==> config.mk <==
export PLATFORM = sky130hd
export DESIGN_NAME = cdc_toggle_rx_multi_flat
export DESIGN_NICKNAME = d
export VERILOG_FILES = /design/src/rtl/cdc_toggle_rx_multi_if.sv /design/src/rtl/cdc_toggle_rx_multi.sv /design/src/flat_wrapper.sv
export SDC_FILE = /design/constraint.sdc
export NUM_CORES = 1
export LEC_CHECK = 0
export BUFFER_PORTS_ARGS = -buffer_cell sky130_fd_sc_hd__buf_2
export CELL_PAD_IN_SITES_DETAIL_PLACEMENT = 1
export CELL_PAD_IN_SITES_GLOBAL_PLACEMENT = 1
export CORE_MARGIN = 10
export CORE_UTILIZATION = 34
export DETAILED_ROUTE_END_ITERATION = 10
export PLACE_DENSITY = 0.95
export SETUP_SLACK_MARGIN = 0.05
export SYNTH_ARGS = -nofsm -noshare
export SYNTH_HDL_FRONTEND = slang
export SYNTH_SLANG_ARGS = --single-unit
==> constraint.sdc <==
create_clock -name dst_clk -period 4.2 [get_ports dst_clk]
set_input_delay 0.42 -clock dst_clk [delete_from_list [all_inputs] [get_ports dst_clk]]
set_output_delay 0.42 -clock dst_clk [all_outputs]
set_load 0.05 [all_outputs]
==> src/rtl/cdc_toggle_rx_multi_if.sv <==
// Bundle of per-channel toggle-handshake signals plus the merged valid/ready output stream.
// master: the receiver. slave: the sources/consumer side.
interface cdc_toggle_rx_multi_if #(
    parameter int unsigned DATA_WIDTH   = 32,
    parameter int unsigned NUM_CHANNELS = 4
);
    localparam int unsigned CH_W = (NUM_CHANNELS > 1) ? $clog2(NUM_CHANNELS) : 1;

    logic [NUM_CHANNELS-1:0]            async_req_toggle;
    logic [NUM_CHANNELS*DATA_WIDTH-1:0] async_data;
    logic [NUM_CHANNELS-1:0]            ack_toggle;
    logic [DATA_WIDTH-1:0]              dst_data;
    logic [CH_W-1:0]                    dst_chan_id;
    logic                               dst_valid;
    logic                               dst_ready;
    logic [NUM_CHANNELS-1:0]            pending;
    logic [NUM_CHANNELS-1:0]            overrun_err;
    logic [NUM_CHANNELS-1:0]            err_clear;

    modport master (
        input  async_req_toggle, async_data, dst_ready, err_clear,
        output ack_toggle, dst_data, dst_chan_id, dst_valid, pending, overrun_err
    );

    modport slave (
        output async_req_toggle, async_data, dst_ready, err_clear,
        input  ack_toggle, dst_data, dst_chan_id, dst_valid, pending, overrun_err
    );
endinterface

==> src/rtl/cdc_toggle_rx_multi.sv <==
// Multi-channel toggle-handshake CDC receiver: synchronises each request toggle, buffers
// pending requests, arbitrates them round-robin into one registered valid/ready stream and
// returns a per-channel acknowledge toggle.
module cdc_toggle_rx_multi #(
    parameter int unsigned DATA_WIDTH   = 32,
    parameter int unsigned NUM_CHANNELS = 4,
    parameter int unsigned SYNC_STAGES  = 2
) (
    input logic                   dst_clk,
    input logic                   dst_rst_n,
    cdc_toggle_rx_multi_if.master bus
);
    localparam int unsigned CH_W = (NUM_CHANNELS > 1) ? $clog2(NUM_CHANNELS) : 1;

    logic [NUM_CHANNELS-1:0] sync_q [SYNC_STAGES];
    logic [NUM_CHANNELS-1:0] prev_q;
    logic [NUM_CHANNELS-1:0] req_event;
    logic [NUM_CHANNELS-1:0] pending_q, pending_d;
    logic [NUM_CHANNELS-1:0] overrun_q, overrun_d;
    logic [NUM_CHANNELS-1:0] ack_q, ack_d;
    logic [NUM_CHANNELS-1:0] gnt_oh;
    logic [DATA_WIDTH-1:0]   data_q, data_d;
    logic [CH_W-1:0]         chan_q, chan_d;
    logic [CH_W-1:0]         rr_ptr_q, rr_ptr_d;
    logic                    valid_q, valid_d;
    logic                    grant_en;
    logic                    gnt_found;
    logic [CH_W-1:0]         gnt_idx;
    logic [CH_W-1:0]         scan_idx;

    // Toggle synchroniser chains; prev_q tracks the last synchronised level for edge detection.
    always_ff @(posedge dst_clk or negedge dst_rst_n) begin
        if (!dst_rst_n) begin
            for (int s = 0; s < SYNC_STAGES; s++) begin
                sync_q[s] <= '0;
            end
            prev_q <= '0;
        end else begin
            sync_q[0] <= bus.async_req_toggle;
            for (int s = 1; s < SYNC_STAGES; s++) begin
                sync_q[s] <= sync_q[s-1];
            end
            prev_q <= sync_q[SYNC_STAGES-1];
        end
    end

    assign req_event = sync_q[SYNC_STAGES-1] ^ prev_q;

    // The slot can take a new word when empty or when its current word leaves this cycle.
    assign grant_en = !valid_q || bus.dst_ready;

    // Round-robin search starting at rr_ptr_q; first pending channel wins.
    always_comb begin
        gnt_found = 1'b0;
        gnt_idx   = '0;
        scan_idx  = '0;
        gnt_oh    = '0;
        for (int unsigned k = 0; k < NUM_CHANNELS; k++) begin
            scan_idx = CH_W'((32'(rr_ptr_q) + k) % NUM_CHANNELS);
            if (!gnt_found && pending_q[scan_idx]) begin
                gnt_found = 1'b1;
                gnt_idx   = scan_idx;
            end
        end
        if (grant_en && gnt_found) begin
            gnt_oh[gnt_idx] = 1'b1;
        end
    end

    // Next state for pending/overrun/ack and the output slot.
    always_comb begin
        // A request landing on the granted channel re-arms it without counting as overrun.
        pending_d = (pending_q & ~gnt_oh) | req_event;
        // Set has priority over a coincident clear.
        overrun_d = (overrun_q & ~bus.err_clear) | (req_event & pending_q & ~gnt_oh);
        ack_d     = ack_q ^ gnt_oh;
        valid_d   = valid_q;
        data_d    = data_q;
        chan_d    = chan_q;
        rr_ptr_d  = rr_ptr_q;
        if (grant_en && gnt_found) begin
            valid_d  = 1'b1;
            data_d   = bus.async_data[gnt_idx*DATA_WIDTH +: DATA_WIDTH];
            chan_d   = gnt_idx;
            rr_ptr_d = CH_W'((32'(gnt_idx) + 1) % NUM_CHANNELS);
        end else if (valid_q && bus.dst_ready) begin
            valid_d = 1'b0;
        end
    end

    // State registers.
    always_ff @(posedge dst_clk or negedge dst_rst_n) begin
        if (!dst_rst_n) begin
            pending_q <= '0;
            overrun_q <= '0;
            ack_q     <= '0;
            valid_q   <= 1'b0;
            data_q    <= '0;
            chan_q    <= '0;
            rr_ptr_q  <= '0;
        end else begin
            pending_q <= pending_d;
            overrun_q <= overrun_d;
            ack_q     <= ack_d;
            valid_q   <= valid_d;
            data_q    <= data_d;
            chan_q    <= chan_d;
            rr_ptr_q  <= rr_ptr_d;
        end
    end

    assign bus.ack_toggle  = ack_q;
    assign bus.dst_data    = data_q;
    assign bus.dst_chan_id = chan_q;
    assign bus.dst_valid   = valid_q;
    assign bus.pending     = pending_q;
    assign bus.overrun_err = overrun_q;
endmodule

==> src/flat_wrapper.sv <==
// flat-port wrapper written by rule: the top's interface ports become plain ports
module cdc_toggle_rx_multi_flat 
#(
    parameter int unsigned DATA_WIDTH   = 32,
    parameter int unsigned NUM_CHANNELS = 4,
    parameter int unsigned SYNC_STAGES  = 2
)
  (dst_clk, dst_rst_n, bus_async_req_toggle, bus_async_data, bus_dst_ready, bus_err_clear, bus_ack_toggle, bus_dst_data, bus_dst_chan_id, bus_dst_valid, bus_pending, bus_overrun_err);
  cdc_toggle_rx_multi_if #(.DATA_WIDTH(DATA_WIDTH), .NUM_CHANNELS(NUM_CHANNELS)) bus_i ();
  input logic dst_clk;
  input logic dst_rst_n;
  input wire logic [$bits(bus_i.async_req_toggle)-1:0] bus_async_req_toggle;
  input wire logic [$bits(bus_i.async_data)-1:0] bus_async_data;
  input wire logic [$bits(bus_i.dst_ready)-1:0] bus_dst_ready;
  input wire logic [$bits(bus_i.err_clear)-1:0] bus_err_clear;
  output wire logic [$bits(bus_i.ack_toggle)-1:0] bus_ack_toggle;
  output wire logic [$bits(bus_i.dst_data)-1:0] bus_dst_data;
  output wire logic [$bits(bus_i.dst_chan_id)-1:0] bus_dst_chan_id;
  output wire logic [$bits(bus_i.dst_valid)-1:0] bus_dst_valid;
  output wire logic [$bits(bus_i.pending)-1:0] bus_pending;
  output wire logic [$bits(bus_i.overrun_err)-1:0] bus_overrun_err;
  assign bus_i.async_req_toggle = bus_async_req_toggle;
  assign bus_i.async_data = bus_async_data;
  assign bus_i.dst_ready = bus_dst_ready;
  assign bus_i.err_clear = bus_err_clear;
  assign bus_ack_toggle = bus_i.ack_toggle;
  assign bus_dst_data = bus_i.dst_data;
  assign bus_dst_chan_id = bus_i.dst_chan_id;
  assign bus_dst_valid = bus_i.dst_valid;
  assign bus_pending = bus_i.pending;
  assign bus_overrun_err = bus_i.overrun_err;
  cdc_toggle_rx_multi #(.DATA_WIDTH(DATA_WIDTH), .NUM_CHANNELS(NUM_CHANNELS), .SYNC_STAGES(SYNC_STAGES)) u_core (.dst_clk(dst_clk), .dst_rst_n(dst_rst_n), .bus(bus_i));
endmodule
# Word-level counts from Yosys, hierarchy flattened
# Index checks and enable logic that the tools add are counted.
dict set report totals {
  inputBits 139
  out_inout_bits 47
  reg_bits 61
  word_cells 64
}
dict set report classes {
  shift 1
  bitwise 10
  n_mux 21
  n_lt_le_gt_ge 6
  reduce_logical 12
  n_addsub 4
}
# op count
set ops {}
lappend ops {{$shiftx A128 B8 Y32} 1}
lappend ops {{$and A4 B4 Y4} 4}
lappend ops {{$lt A2 B3 Y1 const B} 5}
lappend ops {{$mux W1} 11}
lappend ops {{$bmux W1 S2} 4}
lappend ops {{$mux W2} 4}
lappend ops {{$not A4 Y4} 2}
lappend ops {{$or A4 B4 Y4} 2}
lappend ops {{$xor A4 B4 Y4} 2}
lappend ops {{$logic_and A1 B1 Y1} 6}
lappend ops {{$add A2 B1 Y2 const B} 2}
lappend ops {{$add A2 B2 Y2 const B} 2}
lappend ops {{$logic_not A1 Y1} 4}
lappend ops {{$mux W4} 1}
lappend ops {{$demux W1 S2} 1}
lappend ops {{$ge A2 B1 Y1 const B} 1}
lappend ops {{$reduce_bool A2 Y1} 1}
lappend ops {{$logic_or A1 B1 Y1} 1}

# Logic depth before layout (Yosys ltp)
# Gate-level depths: netlist of run 1.
dict set report depth {
  ltp_word 20
  ltp_mapped 7
  mapped_depth_nobuf 5
}

# Worst setup path before layout of run 1
# No wires, ideal clock.
dict set report synth_path {
  kind {flip-flop to flip-flop}
  from {register u_core.pending_q[1] (netlist: u_core.bus.pending[1])}
  to {register u_core.data_q[10] (netlist: u_core.bus.dst_data[10])}
  arrival_ns 1.901
  setup_slack_ns 2.167
  path_stages_with_launch 8
  setup_ns 0.132
  synth_period_minus_slack_ns 2.033
  n_path_buf 2
  required_time_ns 4.068
  cell_sequence {dfrtp_1 > a21bo_2 > a221o_1 > buf_6 > buf_12 > mux2i_1 > a2bb2oi_1 > o21ai_1}
}
dict set report synth_between {
  elab_chain_cells 13
  elab_cells_between_ends 24
  cone_classes {shift (1); mux (16); reduce/logical (7)}
}
# item line_no
set synth_lines {}
lappend synth_lines {{start, declared} cdc_toggle_rx_multi.sv:18} ;# logic [NUM_CHANNELS-1:0] pending_q, pending_d;
lappend synth_lines {{start signal, assigned} cdc_toggle_rx_multi.sv:102} ;# pending_q <= pending_d;
lappend synth_lines {{$bmux W1 S2} cdc_toggle_rx_multi.sv:60} ;# if (!gnt_found && pending_q[scan_idx]) begin
lappend synth_lines {{$mux W1 (not written as such)} cdc_toggle_rx_multi.sv:60}
lappend synth_lines {{$mux W1} cdc_toggle_rx_multi.sv:60}
lappend synth_lines {{$logic_not A1 Y1} cdc_toggle_rx_multi.sv:60}
lappend synth_lines {{$logic_and A1 B1 Y1} cdc_toggle_rx_multi.sv:60}
lappend synth_lines {{$mux W1} cdc_toggle_rx_multi.sv:60}
lappend synth_lines {{$logic_not A1 Y1} cdc_toggle_rx_multi.sv:60}
lappend synth_lines {{$logic_and A1 B1 Y1} cdc_toggle_rx_multi.sv:60}
lappend synth_lines {{$mux W1} cdc_toggle_rx_multi.sv:60}
lappend synth_lines {{$logic_not A1 Y1} cdc_toggle_rx_multi.sv:60}
lappend synth_lines {{$logic_and A1 B1 Y1} cdc_toggle_rx_multi.sv:60}
lappend synth_lines {{$mux W2 or $mux W1 (tied branches)} cdc_toggle_rx_multi.sv:60}
lappend synth_lines {{$shiftx A128 B8 Y32 or $logic_and A1 B1 Y1 (tied branches)} {cdc_toggle_rx_multi.sv:83, cdc_toggle_rx_multi.sv:81}}
lappend synth_lines {{end signal, assigned} cdc_toggle_rx_multi.sv:106} ;# data_q <= data_d;
lappend synth_lines {{end, declared} cdc_toggle_rx_multi.sv:22} ;# logic [DATA_WIDTH-1:0] data_q, data_d;
# Several ways; a longest one is shown, not always the timed one. The select of a mux whose other input is x is not followed.
# A chain may end at the register's enable or synchronous reset.

# Worst setup path after layout of run 1
dict set report layout_path {
  from {register u_core.pending_q[0] (netlist: u_core.bus.pending[0])}
  to {register u_core.data_q[4] (netlist: u_core.bus.dst_data[4])}
}
# Same word-level chain as after synthesis.

==> impl_metrics.tcl, run 1 <==
set metrics [dict create \
    status "completed" \
    tns_ns 0 \
    path_clk_slew_ns 0.09 \
    synthFlopType "dfrtp_1" \
    use_met2_pct 30.7 \
    ir_worst_vdd_mv 0.550 \
    grt_use_met3_pct 6.10 \
    drt_iter0_markers 170 \
    tightest_slew_ns 1.11 \
    cts_resized 0 \
    drc 0 \
    area_growth_pct 37.7 \
    critical_path_required_ns 4.40 \
    ios 186 \
    max_slew_margin_pct 25.8 \
    cp-start-kind "register" \
    r2r-start "u_core.bus.pending[0]$_DFF_PN0_" \
    gp_congestion 0.802 \
    htreeDepth 3 \
    synth-seq-cells 61 \
    period_share_pct 60.1 \
    drv_cap 0 \
    ys_seq_area_share_pct 49.2 \
    slowest_stage "a221o_4" \
    drv_slew 0 \
    rows 34 \
    syn_area_sq_um 3100 \
    ctsHoldBuffers 0 \
    p_leak_uw 0.00224 \
    first_pass_iters 4 \
    cp.depth 5 \
    grt_max_degree 65 \
    syn-num-nets 408 \
    cp_max_fo 64 \
    start_util_pct 35.2 \
    power_density_nw_per_um2 980 \
    vias_per_cell 5.10 \
    crit_path_start "u_core.bus.pending[0]$_DFF_PN0_" \
    grt.busiest_layer "met2" \
    cts.sinks 61 \
    syn_inst 269 \
    routed_wl_microns 11500 \
    post_cts_buffers 0 \
    fin_skew_ns 0.0195 \
    min_path_cells 1 \
    wl_per_cell_microns 20.5 \
    reg2reg_depth 5 \
    io_buffer_count 185 \
    cp.arrival_ns 2.73 \
    cts_tree "yes" \
    die-area_sq_um 13300 \
    drive_gt1_share_pct 45.3 \
    end_kind "register" \
    cts_buffers 9 \
    placed_area_sq_um 4070 \
    synth-async-reset-ratio_pct 100 \
    rsz0062_at_grt "false" \
    clk-insertion-delay-late_ns 0.34 \
    overflow 0 \
    grt_first_pass_wirelength_microns 17800 \
    grt_pass1_vias 3448 \
    clock-root-buffer "clkbuf_8" \
    grt_use_met1_pct 17.1 \
    synth_mux_area_share_pct 21.0 \
    cts.path.max_buffers 2 \
    diodes 0 \
    final_nets 590 \
    synth_enable_flop_cells 0 \
    timing.fmax_mhz 396 \
    synth_cell_types 29 \
    synth_top_family_by_area "multiplexers" \
    die_w_microns 116 \
    cpPeakStageDelay_ns 0.88 \
    synth-simple-area-share_pct 3.95 \
    syn-mean-instance-area_sq_um 11.5 \
    vias 2874 \
    die_h_microns 116 \
    path_class "reg -> reg" \
    hp-class "in -> reg" \
    synth_compound_area_share_pct 18.2 \
    path_buf_inv 0 \
    setup_viol 0 \
    synth_fa_ha_area_share_pct 0 \
    yosysWarnings 0 \
    grt_use_total_pct 16.7 \
    crit_chain "nor3b_1 > a221o_4 > mux2i_1 > a2bb2oi_1 > o21ai_1" \
    critPathTopFamily "compound AO/OA/AOI/OAI gates" \
    fin_area_sq_um 4270 \
    synth_xor_area_share_pct 2.54 \
    final_antenna_net_count 0 \
    antenna_found_initial 0 \
    dp_hpwl_microns 9190 \
    final-hold-violation-count 0 \
    hold_start "bus_async_req_toggle[3]" \
    core_area_sq_um 8810 \
    period_minus_slack_ns 2.53 \
]
==> final cells by class <==
cell class | instances | area, sq um
Clock buffer | 10 | 138
Clock inverter | 5 | 61.3
Fill cell | 1050 | 4530
Inverter | 7 | 26.3
Multi-Input combinational cell | 183 | 1430
Sequential cell | 61 | 1530
Tap cell | 108 | 135
Timing Repair Buffer | 189 | 956
==> worst paths after layout <==
check,to,slack [ns]
min reg2reg,u_core.sync_q[1]$_DFF_PN0_,0.35
max in group asynchronous,u_core.bus.dst_valid$_DFFE_PN0P_,3.41
min in group asynchronous,u_core.sync_q[4]$_DFF_PN0_,0.23
max reg2reg,u_core.bus.dst_data[4]$_DFFE_PN0N_,1.67
min,u_core.sync_q[7]$_DFF_PN0_,0.18
max,u_core.bus.dst_data[4]$_DFFE_PN0N_,1.67
==> cell usage in the layout, fill, tap and decap left out, drive strengths merged <==
master	count
a21boi	1
mux2i	65
clkinv	1
inv	7
nand3	2
nor2	3
buf	189
nand2b	1
nor2b	3
nor4	1
dfrtp	61
clkinvlp	3
bufinv	1
o21ai	37
nand2	13
clkbuf	10
a21bo	1
nor3b	1
a221o	2
o22ai	4
xnor2	6
o21bai	1
a21oi	3
xor2	3
a2bb2oi	32
a21o	2
nand3b	1
and2	1
==> synthesized netlist by cell type, drive strengths merged, types with 3 or more instances <==
library cell | n | area, sq um
mux2i | 65 | 651
dfrtp | 61 | 1530
o21ai | 37 | 185
a2bb2oi | 32 | 280
buf | 13 | 113
nand2 | 13 | 48.8
inv | 7 | 26.3
xnor2 | 6 | 52.6
clkbuf | 5 | 18.8
o22ai | 4 | 25.0
a21oi | 3 | 15.0
nor2 | 3 | 11.3
nor2b | 3 | 18.8
xor2 | 3 | 26.3
==> state kept, by name (all words and copies together) (netlist names) <==
| signal | count |
|---|---|
| u_core.bus.overrun_err | 4 |
| u_core.bus.dst_chan_id | 2 |
| u_core.sync_q | 8 |
| u_core.bus.ack_toggle | 4 |
| u_core.prev_q | 4 |
| u_core.bus.dst_data | 32 |
| u_core.rr_ptr_q | 2 |
| u_core.bus.pending | 4 |
| u_core.bus.dst_valid | 1 |
==> per-stage QoR <==
stage | setup WS [ns] | total power [uW] | hold slack (ns) | util [%] | cells
5_1_grt | 1.50 | 4430 | 0.173 | 48.5 | 563
3_5_place_dp | 1.66 | 3690 | 0.338 | 46.2 | 548
4_1_cts | 1.61 | 4240 | 0.174 | 48.5 | 563
2_1_floorplan | 2.17 | 3180 | 0.124 | - | 269
3_3_place_gp | 1.86 | 3570 | 0.332 | 46.2 | 548
6_report | 1.67 | 4180 | 0.184 | 48.5 | 563
==> layer usage <==
metal | routed length, microns | part of all wire (%)
met5 | 0 | 0
met4 | 242 | 2.1
met3 | 886 | 7.7
met2 | 6140 | 53
met1 | 4270 | 37
==> logic make-up (layout without fill, tap and decap cells) <==
logic type,Yosys count,after routing
XOR/XNOR,9,9
multiplexers,65,65
flip-flops,61,61
buffers and inverters,25,211
AO/OA/AOI/OAI,83,83
AND/OR/NAND/NOR,26,26
==> power breakdown <==
part | internal, uW | switching (uW) | leakage, uW
clock network | 288 | 242 | 0.0000906
logic | 959 | 1710 | 0.00143
registers | 826 | 164 | 0.000719
total | 2070 | 2110 | 0.00224
(Power assumes the default switching activity.)
==> inputs of run 2 (changes only) <==
CORE_UTILIZATION = 29   (was 34)
PLACE_DENSITY = 0.88   (was 0.95)
clock period = 2.2 ns   (was 4.2 ns; I/O delays follow)
==> run 2 against run 1 <==
Global-route usage shrank 2.1 points. Via count grew 2.1%. Final cell count grew 6.9%. First-iteration DRC count shrank 44%. Critical endpoint is now u_core.bus.dst_data[19]$_DFFE_PN0N_. Count of clock-buffer cells in the layout shrank 1. Register-to-register slack lost 1.5 ns. Fmax grew 26%. Sequential power grew 92%. Largest cell class unchanged. Critical path depth grew 1. Setup slack lost 1.5 ns.
==> impl_metrics.tcl, run 2 (same netlist as run 1, synthesis figures left out) <==
set metrics [dict create \
    core_area_sq_um 10400 \
    critPathTopFamily "compound AO/OA/AOI/OAI gates" \
    drv_slew 0 \
    cts.sinks 61 \
    grt_use_total_pct 14.6 \
    cts.path.max_buffers 2 \
    period_share_pct 91.3 \
    drc 0 \
    die_h_microns 123 \
    final_nets 600 \
    antenna_found_initial 0 \
    layout_commonest_cell "buf_2" \
    grt_max_degree 53 \
    die_w_microns 123 \
    largest_reg_flops 32 \
    drt_iter0_markers 95 \
    cts_buffers 9 \
    timing.fmax_mhz 498 \
    io_buffer_count 185 \
    p_leak_uw 0.00235 \
    ir_worst_vdd_mv 0.747 \
    crit_chain "mux2i_2 > a221o_4 > buf_16 > mux2i_1 > a2bb2oi_1 > o21ai_1" \
    cpPeakStageDelay_ns 0.51 \
    layout_common_cells "185 x buf_2, 64 x mux2i_1, 60 x dfrtp_1, 33 x o21ai_1, 32 x a2bb2oi_1" \
    routed_wl_microns 11700 \
    max_slew_margin_pct 55.8 \
    period_minus_slack_ns 2.01 \
    final_antenna_net_count 0 \
    gp_congestion 0.866 \
    critical_path_required_ns 2.42 \
    final-hold-violation-count 0 \
    grt_first_pass_wirelength_microns 17400 \
    tightest_slew_ns 0.662 \
    drive_gt1_share_pct 46.1 \
    path_clk_slew_ns 0.08 \
    overflow 0 \
    post_cts_buffers 0 \
    tns_ns 0 \
    rows 37 \
    dp.cells 580 \
    vias 2933 \
    end_kind "register" \
    first_pass_iters 4 \
    vias_per_cell 4.87 \
    fin_skew_ns 0.00998 \
    hp-class "in -> reg" \
    drv_cap 0 \
    power_density_nw_per_um2 1900 \
    cp-start-kind "register" \
    cts_tree "yes" \
    htreeDepth 3 \
    status "completed" \
    area_growth_pct 46.3 \
    ios 186 \
    final_core_util_pct 43.8 \
    path_class "reg -> reg" \
    path_buf_inv 1 \
    fin_cells 602 \
    num-fill-cells 1231 \
    clk-insertion-delay-late_ns 0.34 \
    rsz0062_at_grt "false" \
    fin_ws_ns 0.191 \
    dp_hpwl_microns 9310 \
    diodes 0 \
    start_util_pct 29.9 \
    grt_pass1_vias 3523 \
    hold_slack_ns 0.0613 \
    die-area_sq_um 15200 \
    clock-root-buffer "clkbuf_8" \
    setup_viol 0 \
    wl_per_cell_microns 19.4 \
    cp_max_fo 26 \
    pre_cts_ws_ns 0.163 \
    cp.arrival_ns 2.23 \
    slowest_stage "a221o_4" \
]
run 2: cell count changes in the layout (fill, tap and decap cells not counted), moves of 2 or more:
cell / change
buf_12: +2
bufinv_16: +3
clkinvlp_4: -3
dlygate4sd3_1: +5
run 2: cell type report:
class,instances,area [sq um],share of cell area (%)
inverters,7,26.3,0.579
well taps,136,170,3.75
clock buffers,9,124,2.73
repair buffers,199,1110,24.4
flip-flops and latches,61,1530,33.7
clock inverters,7,146,3.23
multi-input cells,183,1440,31.7
run 2: metrics by stage:
stage          cell area [sq um]  power (uW)
2_1_floorplan               3100        6060
3_5_place_dp                4180        7130
5_1_grt                     4540        9160
3_3_place_gp                4180        6940
6_report                    4540        8610
4_1_cts                     4500        8520
run 2: timing repair:
| item | CTS | global route |
|---|---|---|
| setup endpoints to repair | 0 | 10 |
| gates resized for setup | 0 | 4 |
| hold buffers | 5 | 0 |
| hold endpoints to repair | 31 | 0 |
run 2: path summary, 6_finish.rpt:
kind | startpoint | end | slack, ns | cells past startpoint
setup / recovery | u_core.rr_ptr_q[1]$_DFFE_PN0N_ | u_core.bus.dst_data[19]$_DFFE_PN0N_ | 0.19 | 6
hold / removal | bus_err_clear[2] | u_core.bus.overrun_err[2]$_DFF_PN0_ | 0.06 | 2
setup reg to reg | u_core.rr_ptr_q[1]$_DFFE_PN0N_ | u_core.bus.dst_data[19]$_DFFE_PN0N_ | 0.19 | 6
hold reg to reg | u_core.sync_q[7]$_DFF_PN0_ | u_core.sync_q[3]$_DFF_PN0_ | 0.35 | 0
max in group asynchronous | dst_rst_n | u_core.bus.pending[1]$_DFF_PN0_ | 1.12 | 3
min in group asynchronous | dst_rst_n | u_core.sync_q[6]$_DFF_PN0_ | 0.46 | 2
run 2: power breakdown:
part | internal, uW | switching [uW] | leakage, uW
logic | 2030 | 3330 | 0.00150
clock network | 875 | 482 | 0.000134
registers | 1580 | 318 | 0.000718
total | 4480 | 4130 | 0.00235
run 2: layer usage:
| layer | up-vias | track usage [%] | part of all wire (%) |
|---|---|---|---|
| met5 | - | 0 | 0 |
| met4 | 0 | 5.53 | 1.7 |
| met3 | 17 | 5.38 | 8.2 |
| met2 | 124 | 27.0 | 54 |
| met1 | 1421 | 14.6 | 37 |
| li1 | 1371 | - | - |
==> inputs of run 3 (changes only) <==
ABC_AREA = 1   (was not set)
PLACE_DENSITY = 0.87   (was 0.88)
SETUP_SLACK_MARGIN = not set   (was 0.05)
==> run 3 against run 2 <==
First-iteration DRC count is 69% higher. Sequential power is 4% higher. Clock skew about the same. Combinational power increased by 68%. Sequential cell count is the same. Die area grew 33%. Sequential share of layout area is 8.4 points lower. Global-route usage up 1.6 points. Largest power group unchanged.
==> impl_metrics.tcl, run 3 <==
set metrics [dict create \
    status "completed" \
    yosys-top-cells-area "dfrtp_1 35%, nand2_1 20%, inv_1 12%" \
    layout_commonest_cell "nand2_1" \
    cp_max_fo 8 \
    slowest_stage "dfrtp_2" \
    power_density_nw_per_um2 2060 \
    tightest_slew_ns 0.555 \
    die-area_sq_um 20200 \
    fin_cells 1040 \
    end_kind "register" \
    synth-async-reset-ratio_pct 100 \
    grt.busiest_layer "met2" \
    synth_cell_types 28 \
    grt_use_total_pct 16.2 \
    cts.sinks 61 \
    rsz0062_at_grt "true" \
    gp_congestion 0.861 \
    yosysTopAreaCell "dfrtp_1" \
    cts.path.max_buffers 2 \
    drv_cap 0 \
    path_clk_slew_ns 0.06 \
    layout_common_cells "221 x nand2_1, 185 x buf_2, 139 x inv_1, 65 x nand3_1, 65 x nand4_1" \
    final_core_util_pct 41.5 \
    critical_path_required_ns 2.45 \
    yosysWarnings 0 \
    drt_iter0_markers 161 \
    synth_enable_flop_cells 0 \
    clk-insertion-delay-late_ns 0.33 \
    cp.arrival_ns 2.44 \
    drv_slew 0 \
    grt_use_met1_pct 19.2 \
    syn-num-nets 796 \
    grt_pass1_vias 5181 \
    max_slew_margin_pct 63.0 \
    core_area_sq_um 14600 \
    grt_use_met3_pct 5.11 \
    io_buffer_count 185 \
    syn_inst 657 \
    cpPeakStageDelay_ns 0.49 \
    ios 186 \
    final_nets 989 \
    syn-mean-instance-area_sq_um 6.58 \
    grt_max_degree 55 \
    final-hold-violation-count 0 \
    cts_tree "yes" \
    antenna_found_initial 2 \
    synth-seq-cells 61 \
    final_antenna_net_count 0 \
    path_class "reg -> reg" \
    overflow 0 \
    synth_commonest_cells "233 x nand2_1, 142 x inv_1, 70 x nand3_1" \
    clkPwrFrac_pct 11.8 \
    grt_first_pass_wirelength_microns 26600 \
    die_h_microns 142 \
    total_power_uw 12500 \
    area_growth_pct 40.1 \
    fin_skew_ns 0.00953 \
    path_buf_inv 2 \
    vias 4889 \
    period_share_pct 99.5 \
    drc 0 \
    dp_hpwl_microns 12600 \
    p_leak_uw 0.00368 \
    p_seq_share_pct 15.8 \
    synthFlopType "dfrtp_1" \
    syn_area_sq_um 4320 \
    hp-class "in -> reg" \
    rows 44 \
    p_comb_share_pct 72.3 \
    routed_wl_microns 18200 \
    crit_top_cell "nand2_2" \
    crit_chain "buf_6 > nand2_1 > nand2_2 > nand2_2 > nand2_2 > nor2_4 > nand3_4 > nand3_4 > buf_12 > nand2_8 > nor2_4 > xor2_1" \
    clock-root-buffer "clkbuf_16" \
    first_pass_iters 4 \
    ir_worst_vdd_mv 0.873 \
    yosysMostFrequentCell "nand2_1" \
    cp-start-kind "register" \
    synth_top_area_share_pct 35.3 \
    largest_reg_flops 32 \
    drive_gt1_share_pct 32.5 \
    wl_per_cell_microns 17.5 \
    die_w_microns 142 \
    dp.cells 1003 \
    num-fill-cells 1945 \
    vias_per_cell 4.70 \
    period_minus_slack_ns 2.19 \
    tns_ns 0 \
    p_sw_uw 6990 \
    cellInternalPower_uw 5480 \
    use_met2_pct 27.4 \
    ys_seq_area_share_pct 35.3 \
    htreeDepth 3 \
    p_sw_share_pct 56.1 \
    cts_buffers 9 \
    setup_viol 0 \
    start_util_pct 29.6 \
    critPathTopFamily "simple AND/OR/NAND/NOR gates" \
    timing.fmax_mhz 457 \
]
==> run 3: path summary, 6_finish.rpt <==
| kind | from | end | slack [ns] | cells past startpoint |
|---|---|---|---|---|
| max | u_core.rr_ptr_q[0]$_DFFE_PN0N_ | u_core.bus.ack_toggle[2]$_DFF_PN0_ | 0.01 | 12 |
| min | bus_err_clear[0] | u_core.bus.overrun_err[0]$_DFF_PN0_ | 0.07 | 2 |
| max reg2reg | u_core.rr_ptr_q[0]$_DFFE_PN0N_ | u_core.bus.ack_toggle[2]$_DFF_PN0_ | 0.01 | 12 |
| min reg2reg | u_core.sync_q[6]$_DFF_PN0_ | u_core.sync_q[2]$_DFF_PN0_ | 0.35 | 0 |
| max in group asynchronous | dst_rst_n | u_core.rr_ptr_q[1]$_DFFE_PN0N_ | 1.17 | 3 |
| min in group asynchronous | dst_rst_n | u_core.bus.pending[0]$_DFF_PN0_ | 0.41 | 2 |
==> run 3: repair_timing <==
action	CTS	global route
gates cloned	0	4
hold buffers	5	0
buffers inserted	0	11
gates resized for setup	1	36
hold endpoints to repair	25	0
pin swaps	0	13
setup endpoints to repair	15	45
==> run 3: kinds of logic (layout without fill, tap and decap cells) <==
kind of cell	Yosys count	in the layout	synth area share, %
other cells	0	1	0
compound gates	12	12	1.56
buf+inv	188	386	20.0
simple gates	388	388	41.5
flops	61	61	35.3
xor+xnor	8	8	1.62
==> run 3: layout make-up <==
cell class | count | area (sq um) | share of cell area (%)
diodes | 1 | 2.50 | 0.0413
multi-input cells | 408 | 2030 | 33.4
inverters | 146 | 563 | 9.29
repair buffers | 223 | 1400 | 23.0
clock buffers | 9 | 225 | 3.72
well taps | 184 | 230 | 3.80
repair inverters | 1 | 6.26 | 0.103
flip-flops and latches | 61 | 1530 | 25.2
clock inverters | 7 | 81.3 | 1.34
==> run 3: power groups by stage <==
stage	Combinational (uW)	Clock [uW]	Sequential [uW]
2_1_floorplan	4650	0	3360
3_3_place_gp	7760	0	1940
3_5_place_dp	7970	0	1950
4_1_cts	8020	1500	1950
5_1_grt	9940	1560	2030
6_report	9020	1470	1970
==> run 3: per-layer routing <==
metal  vias to the layer above  share of wire [%]
met5                         -                  0
met4                         0                1.2
met3                        19                6.2
met2                       146                 50
met1                      2311                 42
li1                       2413                  -
==> run 3: stage by stage <==
stage               hold WS (ns)  area [sq um]  setup WS, ns
floorplan                -0.0756          4320         0.242
finish                    0.0660          6060        0.0118
global placement           0.236          5390         0.116
detailed placement         0.246          5390       -0.0547
global route              0.0620          6060        -0.143
CTS                       0.0572          5750        0.0147
